===== config.mk =====
export PLATFORM = sky130hd
export DESIGN_NAME = bcd_to_binary_seq
export DESIGN_NICKNAME = d
export VERILOG_FILES = /design/src/rtl/calc_pkg.sv /design/src/rtl/bcd_mul10_add.sv /design/src/rtl/bcd_to_binary_seq.sv
export SDC_FILE = /design/constraint.sdc
export NUM_CORES = 1
export LEC_CHECK = 0
export BUFFER_PORTS_ARGS = -buffer_cell sky130_fd_sc_hd__buf_2
export CAP_MARGIN = 15
export CELL_PAD_IN_SITES_DETAIL_PLACEMENT = 0
export CELL_PAD_IN_SITES_GLOBAL_PLACEMENT = 1
export CORE_MARGIN = 2
export CORE_UTILIZATION = 45
export CTS_BUF_LIST = sky130_fd_sc_hd__clkbuf_4
export DETAILED_ROUTE_END_ITERATION = 7
export PLACE_DENSITY = 0.85
export SLEW_MARGIN = 15
export SYNTH_ARGS = -nofsm -noshare
export SYNTH_HDL_FRONTEND = slang
export SYNTH_SLANG_ARGS = --single-unit
export TNS_END_PERCENT = 20

===== constraint.sdc =====
create_clock -name clk -period 3.4 [get_ports clk]
set_input_delay 0.17 -clock clk [delete_from_list [all_inputs] [get_ports clk]]
set_output_delay 0.17 -clock clk [all_outputs]
set_load 0.02 [all_outputs]

===== src/rtl/calc_pkg.sv =====
// Shared definitions for the calculator BCD datapath blocks.
package calc_pkg;

    localparam int BCD_DIGIT_W = 4;

    typedef enum logic [1:0] {
        IDLE = 2'd0,
        CONV = 2'd1,
        DONE = 2'd2
    } conv_state_t;

    // ceil(log2(value)); used to size counters and accumulators at elaboration.
    function automatic int clog2(input longint unsigned value);
        int              n;
        longint unsigned v;
        n = 0;
        v = 1;
        while (v < value) begin
            v = v << 1;
            n++;
        end
        return n;
    endfunction

    function automatic longint unsigned pow10(input int n);
        longint unsigned p;
        p = 1;
        for (int i = 0; i < n; i++) begin
            p = p * 10;
        end
        return p;
    endfunction

endpackage


===== src/rtl/bcd_mul10_add.sv =====
// One decimal accumulation step: y = a*10 + d using shifts and adds only.
module bcd_mul10_add
    import calc_pkg::*;
#(
    parameter int W = 18
) (
    input  logic [W-1:0]           a,
    input  logic [BCD_DIGIT_W-1:0] d,
    output logic [W-1:0]           y,
    output logic                   bad
);

    // a*8 + a*2 + digit; non-decimal nibbles still contribute their raw weight
    always_comb begin
        y   = (a << 3) + (a << 1) + W'(d);
        bad = (d > 4'd9);
    end

endmodule


===== src/rtl/bcd_to_binary_seq.sv =====
// Sequential BCD-to-binary converter: one digit per clock, MSD first.
//
//  state | meaning
//  IDLE  | waiting for an operand, in_ready high
//  CONV  | consuming one digit per edge; extra edge after the last digit loads the result
//  DONE  | result and flags held with out_valid until out_ready
module bcd_to_binary_seq
    import calc_pkg::*;
#(
    parameter int DIGITS = 4,
    parameter int OUT_W  = 16,
    parameter int SIGNED = 0
) (
    input  logic                          clk,
    input  logic                          rst,
    input  logic                          in_valid,
    output logic                          in_ready,
    input  logic [BCD_DIGIT_W*DIGITS-1:0] bcd_in,
    input  logic                          in_neg,
    output logic                          out_valid,
    input  logic                          out_ready,
    output logic [OUT_W-1:0]              bin_out,
    output logic                          err_digit,
    output logic                          ovf
);

    localparam int IN_W  = BCD_DIGIT_W * DIGITS;
    // Sized for all-F input so the accumulator itself never wraps.
    localparam int ACC_W = clog2(16 * pow10(DIGITS));
    localparam int CNT_W = clog2(longint'(DIGITS + 1));
    // One spare bit above both widths so the limit constants never wrap.
    localparam int EXT_W = ((ACC_W > OUT_W) ? ACC_W : OUT_W) + 1;

    localparam logic [CNT_W-1:0] CNT_LAST = CNT_W'(DIGITS);
    localparam logic [EXT_W-1:0] ONE      = EXT_W'(1);
    localparam logic [EXT_W-1:0] LIM_U    = (ONE << OUT_W) - ONE;
    localparam logic [EXT_W-1:0] LIM_POS  = (ONE << (OUT_W - 1)) - ONE;
    localparam logic [EXT_W-1:0] LIM_NEG  = ONE << (OUT_W - 1);

    conv_state_t      state;
    logic [IN_W-1:0]  digit_sr;
    logic             neg_q;
    logic [ACC_W-1:0] acc;
    logic [CNT_W-1:0] cnt;

    logic [ACC_W-1:0] acc_next;
    logic             nib_bad;
    logic [EXT_W-1:0] acc_ext;
    logic [OUT_W-1:0] trunc;
    logic [OUT_W-1:0] result;
    logic             neg_eff;
    logic             ovf_next;

    bcd_mul10_add #(
        .W (ACC_W)
    ) u_mul10 (
        .a   (acc),
        .d   (digit_sr[IN_W-1 -: BCD_DIGIT_W]),
        .y   (acc_next),
        .bad (nib_bad)
    );

    // Ready is combinational on state so a held source is accepted the first idle cycle.
    always_comb begin
        in_ready = (state == IDLE) && !rst;
    end

    // Final value and range check from the completed accumulator.
    always_comb begin
        neg_eff = (SIGNED != 0) && neg_q;
        acc_ext = EXT_W'(acc);
        trunc   = acc_ext[OUT_W-1:0];
        result  = neg_eff ? ({OUT_W{1'b0}} - trunc) : trunc;
        if (SIGNED == 0) begin
            ovf_next = (acc_ext > LIM_U);
        end else if (neg_eff) begin
            ovf_next = (acc_ext > LIM_NEG);
        end else begin
            ovf_next = (acc_ext > LIM_POS);
        end
    end

    // Control FSM, digit shift register, accumulator and registered outputs.
    always_ff @(posedge clk) begin
        if (rst) begin
            state     <= IDLE;
            digit_sr  <= '0;
            neg_q     <= 1'b0;
            acc       <= '0;
            cnt       <= '0;
            bin_out   <= '0;
            out_valid <= 1'b0;
            err_digit <= 1'b0;
            ovf       <= 1'b0;
        end else begin
            case (state)
                IDLE: begin
                    if (in_valid) begin
                        digit_sr  <= bcd_in;
                        neg_q     <= in_neg;
                        acc       <= '0;
                        cnt       <= '0;
                        err_digit <= 1'b0;
                        ovf       <= 1'b0;
                        state     <= CONV;
                    end
                end
                CONV: begin
                    if (cnt == CNT_LAST) begin
                        bin_out   <= result;
                        ovf       <= ovf_next;
                        out_valid <= 1'b1;
                        state     <= DONE;
                    end else begin
                        acc      <= acc_next;
                        digit_sr <= digit_sr << BCD_DIGIT_W;
                        cnt      <= cnt + CNT_W'(1);
                        if (nib_bad) begin
                            err_digit <= 1'b1;
                        end
                    end
                end
                DONE: begin
                    if (out_ready) begin
                        out_valid <= 1'b0;
                        state     <= IDLE;
                    end
                end
                default: begin
                    state <= IDLE;
                end
            endcase
        end
    end

endmodule


==> impl_metrics.py <==
metrics = {
    "power": {
        "power_density_nw_per_um2": 404,
        "sequentialPowerShare_pct": 50.6,
        "p_comb_share_pct": 10.7,
        "p_switching_uw": 375,
        "p_leak_nw": 1.58,
        "switching_share_pct": 26.3,
        "pwr-share-clk_pct": 38.7,
        "internal_power_mw": 1.05,
        "vdd_drop_max_uv": 179,
    },
    "routing": {
        "via_per_inst": 5.30,
        "vias": 2653,
        "antenna_left": 0,
        "drc": 0,
        "wire_per_inst_um": 14.2,
        "drt_wl_total_um": 7130,
        "drt_iter0_drc": 64,
        "firstDrtPassIters": 5,
    },
    "job": {
        "maxCapViolCount": 0,
    },
    "timing": {
        "finalCriticalPeriod_ns": 2.83,
        "tightest_slew_ns": 0.811,
        "finalCritPeriodShare_pct": 83.2,
        "setup_viol": 0,
        "timing.final.ws_setup_ns": 0.572,
        "max_slew_margin_pct": 45.9,
        "grt_setup_unrepaired": "no",
        "hold_viol": 1,
        "hold_ws_ns": -0.00165,
        "fin_tns_setup_ns": 0,
        "max_freq_ghz": 0.354,
        "drv_slew": 0,
        "fin_worst_skew_ns": 0.0161,
    },
    "finish": {
        "final_core_util_pct": 52.0,
        "fin_nets": 456,
        "syn_to_final_growth_pct": 12.1,
        "drive_gt1_share_pct": 17.0,
        "antenna_cells": 0,
        "finish.instance_area_um2": 3530,
    },
    "worst_setup_path": {
        "setup.worst_path.class": "reg2reg",
        "critPathLaunchType": "flip-flop",
        "crit_top_cell": "inv_1",
        "crit_arrival_ns": 3.13,
        "endpoint_kind": "flip-flop",
        "critPathSlowestCell": "fa_1",
        "path_buf_inv": 2,
        "worstPathRequired_ns": 3.70,
        "cp_cell_sequence": "inv_1 -> fa_1 -> inv_1 -> ha_1 -> a211oi_1 -> o21ai_2 -> a31oi_2 -> o21ai_0 -> xor2_1 -> a22o_1",
        "rr_startpoint": "acc[2]",
        "slowest_delay_ns": 0.54,
        "cpLargestDelayFamily": "compound AO/OA/AOI/OAI gates",
        "crit_fanout": 4,
        "crit_start": "acc[2]",
    },
    "floorplan": {
        "rows": 30,
        "die_x_um": 87.7,
        "die_h_um": 87.7,
        "top_level_ports": 41,
        "initial_core_util_pct": 46.4,
        "dieArea_um2": 7690,
        "coreArea_um2": 6790,
    },
    "clock_network": {
        "cts_made_buffers": 9,
        "clock-sinks": 58,
        "hold_buffers": 1,
        "cts_setup_buffers": 0,
        "clk_latency_ns": 0.41,
        "clockBufferDepth": 2,
        "root_buffer": "clkbuf_4",
        "cts_max_level": 3,
        "cts_resized": 0,
        "clk_pin_slew_worst_paths_ns": 0.11,
        "tritoncts": "done",
    },
    "global_route": {
        "antenna_found_initial": 0,
        "grt_usage_pct": 20.2,
        "grt_pass1_wl_um": 12000,
        "grt.overflow.total": 0,
        "grt_pass1_vias": 2521,
        "grt_max_degree": 30,
    },
    "synth": {
        "muxShareOfSynthArea_pct": 0.318,
        "syn_nets": 421,
        "synth_xor_xnor_area_share_pct": 4.45,
        "synthCells": 366,
        "synth_edf_count": 0,
        "synth_flop_cell": "dfxtp_1",
        "avgSynthCellArea_um2": 8.61,
        "syn_area_um2": 3150,
        "yosysTopAreaCell": "dfxtp_1",
        "synth_area_leaders": "dfxtp_1 (37%), ha_1 (13%), nand2_1 (8.1%)",
        "yosys.area_share.simple_pct": 17.8,
        "synth_top_family_by_area": "compound AO/OA/AOI/OAI gates",
        "ys_seq_area_share_pct": 36.8,
        "synth_compound_area_share_pct": 21.2,
        "synth_top_cell_area_share_pct": 36.8,
        "ys_seq_elements": 58,
        "ys_types": 50,
        "ys_async_sr_fraction_pct": 0,
        "synth_adder_area_share_pct": 14.0,
        "yosysWarnings": 0,
    },
    "outcome": {
        "violations": "negative hold slack",
        "status": "finished, violations left",
    },
    "place": {
        "postPlaceCellArea_um2": 3370,
        "dp_slack_ns": 0.614,
        "portBuffers": 39,
        "routabilityCongestion": 0.887,
        "dp_hpwl_um": 5100,
    },
    "min_path": {
        "min_path_type": "in2reg",
        "worst_hold_startpoint": "bcd_in[0]",
    },
}
[Yosys cell counts (5+ instances only)]
cell and count:
nand2_1 68, dfxtp_1 58, nor2_1 37, ha_1 32
a21oi_1 31, a22oi_1 13, a311oi_1 13, inv_1 12
xnor2_1 11, clkbuf_1 8, a22o_1 6, buf_2 6
nand3_1 6, o21ai_0 6, xor2_1 5
[layout make-up]
class | count | area, um^2
repair buffers | 44 | 235
inverters | 12 | 45.0
flip-flops and latches | 58 | 1160
multi-input cells | 276 | 1820
fillers | 707 | 3260
well taps | 96 | 120
clock inverters | 6 | 82.6
clock buffers | 9 | 67.6
[stage by stage]
stage / std cells / power (mW) / hold WS, ns
floorplan: 366 / 0.851 / 0.331
global placement: 485 / 0.887 / 0.420
detailed placement: 485 / 0.891 / 0.432
CTS: 501 / 1.44 / 0.000942
global route: 501 / 1.50 / 0.00571
finish: 501 / 1.43 / -0.00165
[power groups by stage]
stage / Clock [mW] / Combinational (mW) / Sequential (mW)
CTS: 0.558 / 0.155 / 0.722
global route: 0.598 / 0.174 / 0.726
global placement: 0 / 0.150 / 0.737
finish: 0.553 / 0.153 / 0.722
detailed placement: 0 / 0.153 / 0.738
floorplan: 0 / 0.118 / 0.733
[path summary, 6_finish.rpt]
| path | endpoint | slack [ns] | cells after the start |
|---|---|---|---|
| max | acc[11] | 0.57 | 10 |
| min | digit_sr[0] | -0.002 | 3 |
| max reg2reg | acc[11] | 0.57 | 10 |
| min reg2reg | bin_out[0] | 0.46 | 2 |
[placed cells by master, fill, tap and decap left out, types with 2 or more instances in the layout]
cell type	synthesis	final
a22oi_1	13	13
nor2_1	37	37
buf_2	6	39
bufinv_16	0	2
a32o_1	3	3
fa_1	2	2
nand2_1	68	68
ha_1	32	32
a311oi_1	13	13
o21ai_0	6	6
nand4_1	2	2
a22o_1	6	6
o21a_1	2	2
nand2b_1	2	2
xor2_1	5	5
a21oi_1	31	31
o21bai_1	2	2
buf_4	1	4
o221ai_1	3	3
a21o_1	3	3
a31oi_1	2	2
nand3_1	6	6
nor2b_1	3	3
o211ai_1	2	2
inv_1	12	12
clkinv_2	0	2
xnor2_1	11	11
dfxtp_1	58	58
nor3_1	3	3
clkbuf_4	0	9
[registers in the layout, indices dropped and copies added (netlist names)]
name	flops
out_valid	1
digit_sr	16
err_digit	1
acc	18
bin_out	16
cnt	3
state	2
ovf	1
[kinds of logic (layout without fill, tap and decap cells)]
kind of cell | Yosys count | in the layout
AOI/OAI and AO/OA | 95 | 95
DFF | 58 | 58
xor gates and xnor gates | 16 | 16
adders and majority gates | 34 | 34
muxes | 1 | 1
buffers and inverters | 32 | 71
and+or+nand+nor | 130 | 130
[tightest hold or removal path, cell delays in order]
cell and delay (ns):
buf_2 0.07, a22oi_1 0.06, nor2_1 0.08
[routing by layer]
layer	up-vias	global-route usage [%]	wire length, um
met5	-	0	0
met4	0	8.53	142
met3	13	4.34	276
met2	57	32.6	3320
met1	1222	26.3	3400
li1	1361	-	-
Power figures use the tool's default switching activity.
